## src/rtl/spi_master_irq_ctrl.sv

```systemverilog
// rtl/spi_master_irq_ctrl.sv - per-channel FIFO threshold interrupts with count/status-read re-arm and sticky EOT status
module spi_master_irq_ctrl #(
   parameter int NUM_CH    = 2,
   parameter int CNT_WIDTH = 5
) (
   input  logic                          HCLK,
   input  logic                          HRESETn,
   input  logic [NUM_CH*CNT_WIDTH-1:0]   ch_elements_i,
   input  logic [NUM_CH*CNT_WIDTH-1:0]   ch_th_i,
   input  logic [NUM_CH*CNT_WIDTH-1:0]   ch_cnt_i,
   input  logic [NUM_CH-1:0]             ch_dir_i,
   input  logic [NUM_CH-1:0]             ch_xfer_i,
   input  logic [NUM_CH-1:0]             int_en_i,
   input  logic                          cnt_en_i,
   input  logic                          level_mode_i,
   input  logic                          eot_i,
   input  logic                          sta_rd_i,
   input  logic [NUM_CH:0]               clr_i,
   output logic                          irq_o,
   output logic                          eot_evt_o,
   output logic [NUM_CH:0]               sta_o,
   output logic [NUM_CH-1:0]             armed_o
);

   typedef enum logic [1:0] {
      ST_ARMED = 2'd0,
      ST_FIRE  = 2'd1,
      ST_WAIT  = 2'd2
   } state_t;

   logic [NUM_CH-1:0] w_fire;
   logic [NUM_CH-1:0] w_armed;
   logic [NUM_CH-1:0] w_set;
   logic [NUM_CH:0]   r_sta;
   logic              r_eot_evt;

   genvar gi;
   for (gi = 0; gi < NUM_CH; gi++) begin : g_ch
      state_t               r_state;
      logic [CNT_WIDTH-1:0] r_cnt;
      logic [CNT_WIDTH-1:0] w_el;
      logic [CNT_WIDTH-1:0] w_th;
      logic [CNT_WIDTH-1:0] w_cnt_cfg;
      logic [CNT_WIDTH-1:0] w_cnt_eff;
      logic [CNT_WIDTH:0]   w_cnt_m1;
      logic                 w_cond;
      logic                 w_last;
      logic                 w_rearm;

      assign w_el      = ch_elements_i[gi*CNT_WIDTH +: CNT_WIDTH];
      assign w_th      = ch_th_i[gi*CNT_WIDTH +: CNT_WIDTH];
      assign w_cnt_cfg = ch_cnt_i[gi*CNT_WIDTH +: CNT_WIDTH];
      assign w_cond    = ch_dir_i[gi] ? (w_el >= w_th) : (w_el <= w_th);
      // A programmed count of 0 behaves like 1 so the cnt-1 compare never underflows
      assign w_cnt_eff = (w_cnt_cfg == '0) ? CNT_WIDTH'(1) : w_cnt_cfg;
      assign w_cnt_m1  = {1'b0, w_cnt_eff} - (CNT_WIDTH+1)'(1);
      assign w_last    = ({1'b0, r_cnt} == w_cnt_m1);
      assign w_rearm   = cnt_en_i ? (ch_xfer_i[gi] && w_last) : sta_rd_i;

      // Transfer counter: runs in every state while counting is enabled, wraps at cnt-1
      always_ff @(posedge HCLK) begin
         if (!HRESETn || !cnt_en_i) begin
            r_cnt <= '0;
         end else if (ch_xfer_i[gi]) begin
            r_cnt <= w_last ? '0 : r_cnt + CNT_WIDTH'(1);
         end
      end

      // Channel FSM; disabling the channel forces ARMED ahead of everything else
      always_ff @(posedge HCLK) begin
         if (!HRESETn || !int_en_i[gi]) begin
            r_state <= ST_ARMED;
         end else begin
            case (r_state)
               ST_ARMED: if (w_cond) r_state <= ST_FIRE;
               ST_FIRE:  r_state <= ST_WAIT;
               ST_WAIT:  if (w_rearm) r_state <= ST_ARMED;
               default:  r_state <= ST_ARMED;
            endcase
         end
      end

      assign w_fire[gi]  = (r_state == ST_FIRE);
      assign w_armed[gi] = (r_state == ST_ARMED);
      assign w_set[gi]   = int_en_i[gi] && (r_state == ST_ARMED) && w_cond;
   end

   // Sticky status (set beats clear) and one-cycle delayed EOT event
   always_ff @(posedge HCLK) begin
      if (!HRESETn) begin
         r_sta     <= '0;
         r_eot_evt <= 1'b0;
      end else begin
         r_sta     <= (r_sta & ~clr_i) | {eot_i, w_set};
         r_eot_evt <= eot_i;
      end
   end

   assign irq_o     = level_mode_i ? (|r_sta) : ((|w_fire) | r_eot_evt);
   assign eot_evt_o = r_eot_evt;
   assign sta_o     = r_sta;
   assign armed_o   = w_armed;

endmodule

```

## config.mk

```make
export PLATFORM = sky130hd
export DESIGN_NAME = spi_master_irq_ctrl
export DESIGN_NICKNAME = d
export VERILOG_FILES = /design/src/rtl/spi_master_irq_ctrl.sv
export SDC_FILE = /design/constraint.sdc
export NUM_CORES = 1
export LEC_CHECK = 0
export CAP_MARGIN = 30
export CORE_MARGIN = 8
export CORE_UTILIZATION = 44
export DETAILED_ROUTE_END_ITERATION = 6
export PLACE_DENSITY_LB_ADDON = 0.1
export SYNTH_ARGS = -nofsm -noshare
export SYNTH_HDL_FRONTEND = slang
export SYNTH_SLANG_ARGS = --single-unit
```

## constraint.sdc

```tcl
create_clock -name HCLK -period 1.93 [get_ports HCLK]
set_input_delay 0.2895 -clock HCLK [delete_from_list [all_inputs] [get_ports HCLK]]
set_output_delay 0.2895 -clock HCLK [all_outputs]
set_load 0.01 [all_outputs]
```

==> impl_metrics.toml, run 1 <==
[drt]
wl_per_cell_um = 13.59
drt_iter0_drc = 42
drtPass1Iterations = 4
drt-total-wl_mm = 3.573
drc = 0
drtAntennaViolNets = 0
via_per_inst = 5.456
route.vias.total = 1435

[setup_path]
critPathMaxFanout = 6
crit_start = "ch_cnt_i[0]"
crit_required_ns = 2.14
cp_cell_sequence = "clkdlybuf4s50_1, or3_4, o21ai_1, xor2_1, nor4_4, buf_4, a211oi_1"
crit_arrival_ns = 2.02
regToRegSetupSlack_ns = 0.27
max_stage_delay_ns = 0.42
cp_slowest_cell = "clkdlybuf4s50_1"
crit_type = "primary input to flip-flop"
endpoint_kind = "flip-flop"
start_kind = "primary input"
r2r_start = "g_ch[0].r_cnt[1]"

[pwr]
p_per_area_nw_per_um2 = 460.3
ir_drop_v = 0.0003151
leakage_nw = 0.8653
p_switching_w = 0.0002565
power.total_w = 0.0009410
pwr-share-comb = 0.325
power.share.sequential = 0.423
power.internal_w = 0.0006845
clkPwrFrac = 0.252
switching_share = 0.2726

[synth]
synthesis.area_um2 = 1358
yosysSeqAreaShare = 0.2654
syn_area_per_cell_um2 = 8.081
ys_ff_latch = 18
yosysUniqueCellTypes = 34
synth_top_cell_by_area = "dfxtp_1"
yosysWarnings = 0
syn-num-nets = 225
yosys-top-cells-area = "dfxtp_1 (27%), ha_1 (11%), o21ai_0 (7.4%)"
syn-instance-count = 168
yosysTopAreaCellShare = 0.2654

[global_routing]
overflow = 0
grt_usage = 0.1476
grt_max_degree = 15
grt_pass1_vias = 1449
grt_antenna_before_repair = 0
grt_pass1_wl_mm = 6.354

[final_layout]
drive_above_1_share = 0.1174
fillerInstances = 254
diodes = 0
area_growth_pct = 50.60
instances_no_fill = 263
finalNetCount = 288

[sta]
min_period_over_period = 0.9422
fin_skew_ns = 0.004176
rsz0062_at_grt = "false"
slew_headroom = 0.7215
setup_viol = 0
tightest_slew_ns = 0.4165
setup_slack_ns = 0.1115
hold_viol_final = 0
min_period_ns = 1.818
drv_slew = 0
fmax_mhz = 549.9

[die]
ioPinCount = 52
die_w_um = 71.55
die_h_um = 71.55
core-area_um2 = 3003
initial_core_util = 0.4521
core.rowCount = 20
die_area_um2 = 5119

[clock_tree]
root_buffer = "clkbuf_4"
clock_sinks = 18
htree_levels = 1
hold_buffers = 0
path_clk_slew_ns = 0.11
cts_tree = "yes"
cts_buffer_depth = 2
numCtsBuffers = 3
insertion_delay_ns = 0.29

[flow_run]
drv_cap = 0

[placement]
gp_congestion = 0.7557
place_ws_ns = -0.2653
dp_cells = 258
dp_hpwl_mm = 2.961
io_buffers = 51

[hold_path]
hold_start = "sta_o[0]"
hold_path.class = "flip-flop to flip-flop"

[run_status]
outcome = "completed"
sequential cells by signal (all words and copies together), names as in the netlist:
name and flops:
g_ch.r_state 4, g_ch.r_cnt 10, sta_o 3, eot_evt_o 1
timing repair:
item / 4_1_cts / 5_1_grt
endpoints found under the setup margin: 1 / 12
endpoints found under the hold margin: 0 / 0
pin swaps: 0 / 3
buffers inserted: 0 / 1
gates resized for setup: 3 / 6
stage by stage:
stage	utilization	cell area (um^2)	hold WS (ns)	TNS (ns)
floorplan	-	1358	0.4100	0
global placement	0.6558	1969	0.5095	-2.157
detailed placement	0.6558	1969	0.5119	-3.018
CTS	0.6717	2017	0.5370	0
global route	0.6808	2044	0.5748	0
finish	0.6808	2044	0.5348	0
cells by family after synthesis:
group                    share of synthesized area
adder cells (fa/ha/maj)                     0.1106
multiplexers                               0.02304
XOR/XNOR                                   0.05806
buffers and inverters                      0.04423
AO/OA/AOI/OAI                               0.2258
flip-flops                                  0.2654
AND/OR/NAND/NOR                             0.2728
routing by layer:
metal / up-vias / part of all wire / global-route usage
met2: 39 / 0.48 / 0.2612
met5: - / 0 / 0
met1: 659 / 0.41 / 0.1587
met4: 0 / 0.0042 / 0.03401
met3: 2 / 0.098 / 0.06137
li1: 735 / - / -
worst paths after layout:
path,to,depth (start not counted)
worst max-delay path,g_ch[0].r_cnt[3],7
worst min-delay path,sta_o[0],2
worst max register to register,g_ch[0].r_cnt[3],6
worst min register to register,sta_o[0],2
final cells by class:
class | instances | area, um^2 | share of cell area
inverters | 12 | 45.04 | 0.02203
flip-flops and latches | 18 | 360.3 | 0.1763
well taps | 33 | 41.29 | 0.02020
clock buffers | 4 | 36.28 | 0.01775
multi-input cells | 134 | 960.9 | 0.4700
repair buffers | 62 | 600.6 | 0.2938
placed cells by master, fill, tap and decap left out, types with 4 or more instances in the layout:
master | Yosys | routed
clkdlybuf4s50_1 | 0 | 48
buf_4 | 0 | 11
a211oi_1 | 5 | 5
nand2_1 | 6 | 6
dfxtp_1 | 18 | 18
ha_1 | 12 | 12
xnor2_1 | 5 | 5
a21oi_1 | 6 | 6
and3_1 | 5 | 5
nand3b_1 | 7 | 7
nor2_1 | 12 | 12
o21ai_0 | 20 | 19
o21ai_1 | 4 | 5
xor2_1 | 4 | 4
nor2b_1 | 7 | 5
nand3_1 | 9 | 9
inv_1 | 12 | 12
cells in the mapped netlist:
| cell | number |
|---|---|
| clkbuf_1 | 4 |
| a21o_1 | 2 |
| mux2i_1 | 2 |
| o21a_1 | 1 |
| o211ai_1 | 1 |
| nor2_1 | 12 |
| o21ai_0 | 20 |
| nand3_1 | 9 |
| nor2b_1 | 7 |
| nor3b_1 | 3 |
| a21oi_1 | 6 |
| xnor2_1 | 5 |
| nand2b_1 | 1 |
| o21ai_2 | 2 |
| o21bai_1 | 2 |
| o2111ai_1 | 1 |
| or3_4 | 2 |
| nor4_4 | 2 |
| a221oi_1 | 1 |
| o32a_1 | 2 |
| nor4_1 | 3 |
| a31oi_1 | 3 |
| and2_1 | 2 |
| nor3_1 | 1 |
| xor2_1 | 4 |
| inv_1 | 12 |
| o21ai_1 | 4 |
| dfxtp_1 | 18 |
| a211oi_1 | 5 |
| and3_1 | 5 |
| ha_1 | 12 |
| mux2_2 | 1 |
| nand2_1 | 6 |
| nand3b_1 | 7 |
critical path, delay by kind of cell:
| family | cells | cell delay, ns |
|---|---|---|
| buffers and inverters | 2 | 0.58 |
| XOR/XNOR | 1 | 0.25 |
| AO/OA/AOI/OAI | 2 | 0.41 |
| AND/OR/NAND/NOR | 2 | 0.49 |
power groups by stage:
stage	Sequential [W]	Combinational (W)	Clock, W
CTS	0.000398	0.000308	0.000241
detailed placement	0.000406	0.000303	0
global route	0.000400	0.000342	0.000257
floorplan	0.000406	0.000131	0
finish	0.000398	0.000306	0.000237
global placement	0.000405	0.000293	0
(Power assumes the default switching activity.)
==> inputs of run 2 (changes only) <==
--- a/config.mk
+++ b/config.mk
@@ -5,9 +5,12 @@
 export SDC_FILE = /design/constraint.sdc
 export NUM_CORES = 1
 export LEC_CHECK = 0
+export ABC_AREA = 1
 export CAP_MARGIN = 30
+export CELL_PAD_IN_SITES_DETAIL_PLACEMENT = 1
+export CELL_PAD_IN_SITES_GLOBAL_PLACEMENT = 2
 export CORE_MARGIN = 8
-export CORE_UTILIZATION = 44
+export CORE_UTILIZATION = 22
 export DETAILED_ROUTE_END_ITERATION = 6
 export PLACE_DENSITY_LB_ADDON = 0.1
 export SYNTH_ARGS = -nofsm -noshare
==> run 2 against run 1 <==
Compared with the run above:
- sequential share of layout area shrank 0.81 points
- critical endpoint is now g_ch[1].r_state[1]
- highest routed layer unchanged
- largest cell class unchanged
- area after synthesis grew 6.5%
- cell area rose by 4.8%
- critical path type unchanged
==> impl_metrics.toml, run 2 <==
[run_status]
outcome = "completed"

[setup_path]
endpoint_kind = "flip-flop"
crit_type = "primary input to flip-flop"
critPathMaxFanout = 5
start_kind = "primary input"
crit_required_ns = 2.13
crit_arrival_ns = 1.91

[placement]
dp_cells = 365
place_ws_ns = -0.08252
dp_hpwl_mm = 3.703
io_buffers = 51
gp_congestion = 0.7433

[sta]
fmax_mhz = 584.2
holdWs_ns = 0.4940
hold_viol_final = 0
setup_slack_ns = 0.2183
setup_viol = 0
drv_slew = 0
min_period_ns = 1.712
min_period_over_period = 0.8869
tightest_slew_ns = 0.2842
slew_headroom = 0.8085
fin_skew_ns = 0.006599
rsz0062_at_grt = "false"

[die]
ioPinCount = 52
die_w_um = 97.09
die_area_um2 = 9426
die_h_um = 97.09
core-area_um2 = 6350
initial_core_util = 0.2278
core.rowCount = 29

[clock_tree]
insertion_delay_ns = 0.26
htree_levels = 1
clock_sinks = 18
numCtsBuffers = 3
cts_setup_buffers = 0
cts_buffer_depth = 2
path_clk_slew_ns = 0.08
root_buffer = "clkbuf_8"
hold_buffers = 0
cts_tree = "yes"

[final_layout]
top_register = "g_ch.r_cnt"
instances_no_fill = 369
final_util = 0.3375
finalNetCount = 350
diodes = 0
largest_reg_flops = 10
final_cell_mix = "nand2_1 (74), clkdlybuf4s50_1 (50), inv_1 (38), nor2_1 (24), dfxtp_1 (18)"
drive_above_1_share = 0.09589
layout_commonest_cell = "nand2_1"
area_growth_pct = 48.18
fillerInstances = 824

[synth]
yosysUniqueCellTypes = 25
yosysWarnings = 0
yosys_most_used_dff = "dfxtp_1"
ys_ff_latch = 18
syn-instance-count = 233
synth_top_cells_by_count = "nand2_1 (74), inv_1 (38), nor2_1 (24), dfxtp_1 (18)"
synth_most_common_cell = "nand2_1"
synth_top_cell_by_area = "dfxtp_1"
synthArstFlopShare = 0
syn-num-nets = 290
yosysSeqAreaShare = 0.2491
syn_area_per_cell_um2 = 6.208
synth_edf_count = 0
yosysTopAreaCellShare = 0.2491
yosys-top-cells-area = "dfxtp_1 (25%), nand2_1 (19%), ha_1 (10%)"
synthesis.area_um2 = 1446

[global_routing]
grt_pass1_vias = 1698
grt_pass1_wl_mm = 7.507
grt_max_degree = 11
overflow = 0
grt_usage = 0.09350
grt_antenna_before_repair = 0

[pwr]
ir_drop_v = 0.0002253
power.total_w = 0.001022
leakage_nw = 0.9990
p_per_area_nw_per_um2 = 477.0

[drt]
drt_iter0_drc = 30
wl_per_cell_um = 11.53
drtPass1Iterations = 4
drc = 0
drt-total-wl_mm = 4.254
via_per_inst = 4.322
route.vias.total = 1595
drtAntennaViolNets = 0

[hold_path]
hold_path.class = "flip-flop to flip-flop"

[flow_run]
drv_cap = 0
-- run 2: cell types whose count changed in the layout (fill, tap and decap cells not counted), moves of 6 or more --
cell | previous run | this run
a21oi_1 | 6 | 12
inv_1 | 12 | 38
o21ai_0 | 19 | 4
nor2_1 | 12 | 24
nand2_1 | 6 | 74
-- run 2: logic make-up after synthesis --
group	share of synthesized area
buffers and inverters	0.1150
DFF	0.2491
adders and majority gates	0.1038
and+or+nand+nor	0.4161
xor gates and xnor gates	0.03633
AOI/OAI and AO/OA	0.07959
-- run 2: area by class of cell --
class,count,area (um^2),area share
Clock buffer,4,55.05,0.02569
Inverter,42,157.7,0.07355
Multi-Input combinational cell,171,919.6,0.4291
Sequential cell,18,360.3,0.1681
Tap cell,77,96.34,0.04495
Timing Repair Buffer,57,554.3,0.2586
-- run 2: critical path, stage by stage --
cell and delay [ns]:
clkdlybuf4s50_1 0.52, nor2_4 0.20, nand4_2 0.13, buf_4 0.16, a21oi_1 0.16, nor2_1 0.08, buf_4 0.13, nand4_1 0.06
nand2_1 0.06, a21oi_1 0.12
-- run 2: metrics by stage --
step / instance area, um^2 / TNS (ns)
global placement: 2090 / -0.4106
global route: 2143 / 0
CTS: 2143 / 0
detailed placement: 2090 / -0.4885
floorplan: 1446 / 0
finish: 2143 / 0
-- run 2: path summary, 6_finish.rpt --
kind | end | cells after the start | slack [ns] | startpoint
max | g_ch[1].r_state[1] | 10 | 0.22 | ch_cnt_i[6]
min | sta_o[2] | 2 | 0.49 | sta_o[2]
max reg2reg | g_ch[1].r_cnt[0] | 11 | 0.39 | g_ch[1].r_cnt[1]
min reg2reg | sta_o[2] | 2 | 0.49 | sta_o[2]
-- run 2: layer usage --
layer  global-route usage  wire, um  share of wire  vias up
met2               0.1651      2083           0.49       28
met5                    0         0              0        -
met4              0.04260        82          0.019        0
met3              0.01707       217          0.051        5
li1                     -         -              -      846
met1               0.1059      1872           0.44      716
-- run 2: what timing repair did --
action / 4_1_cts / 5_1_grt
resized for setup: 1 / 0
hold endpoints to repair: 0 / 0
endpoints found under the setup margin: 1 / 0
-- run 2: report_power, final --
group | leakage (nW) | switching, W | internal [W]
sequential | 0.147 | 0.0000125 | 0.000385
clock | 0.0288 | 0.000142 | 0.000182
combinational | 0.824 | 0.000137 | 0.000165
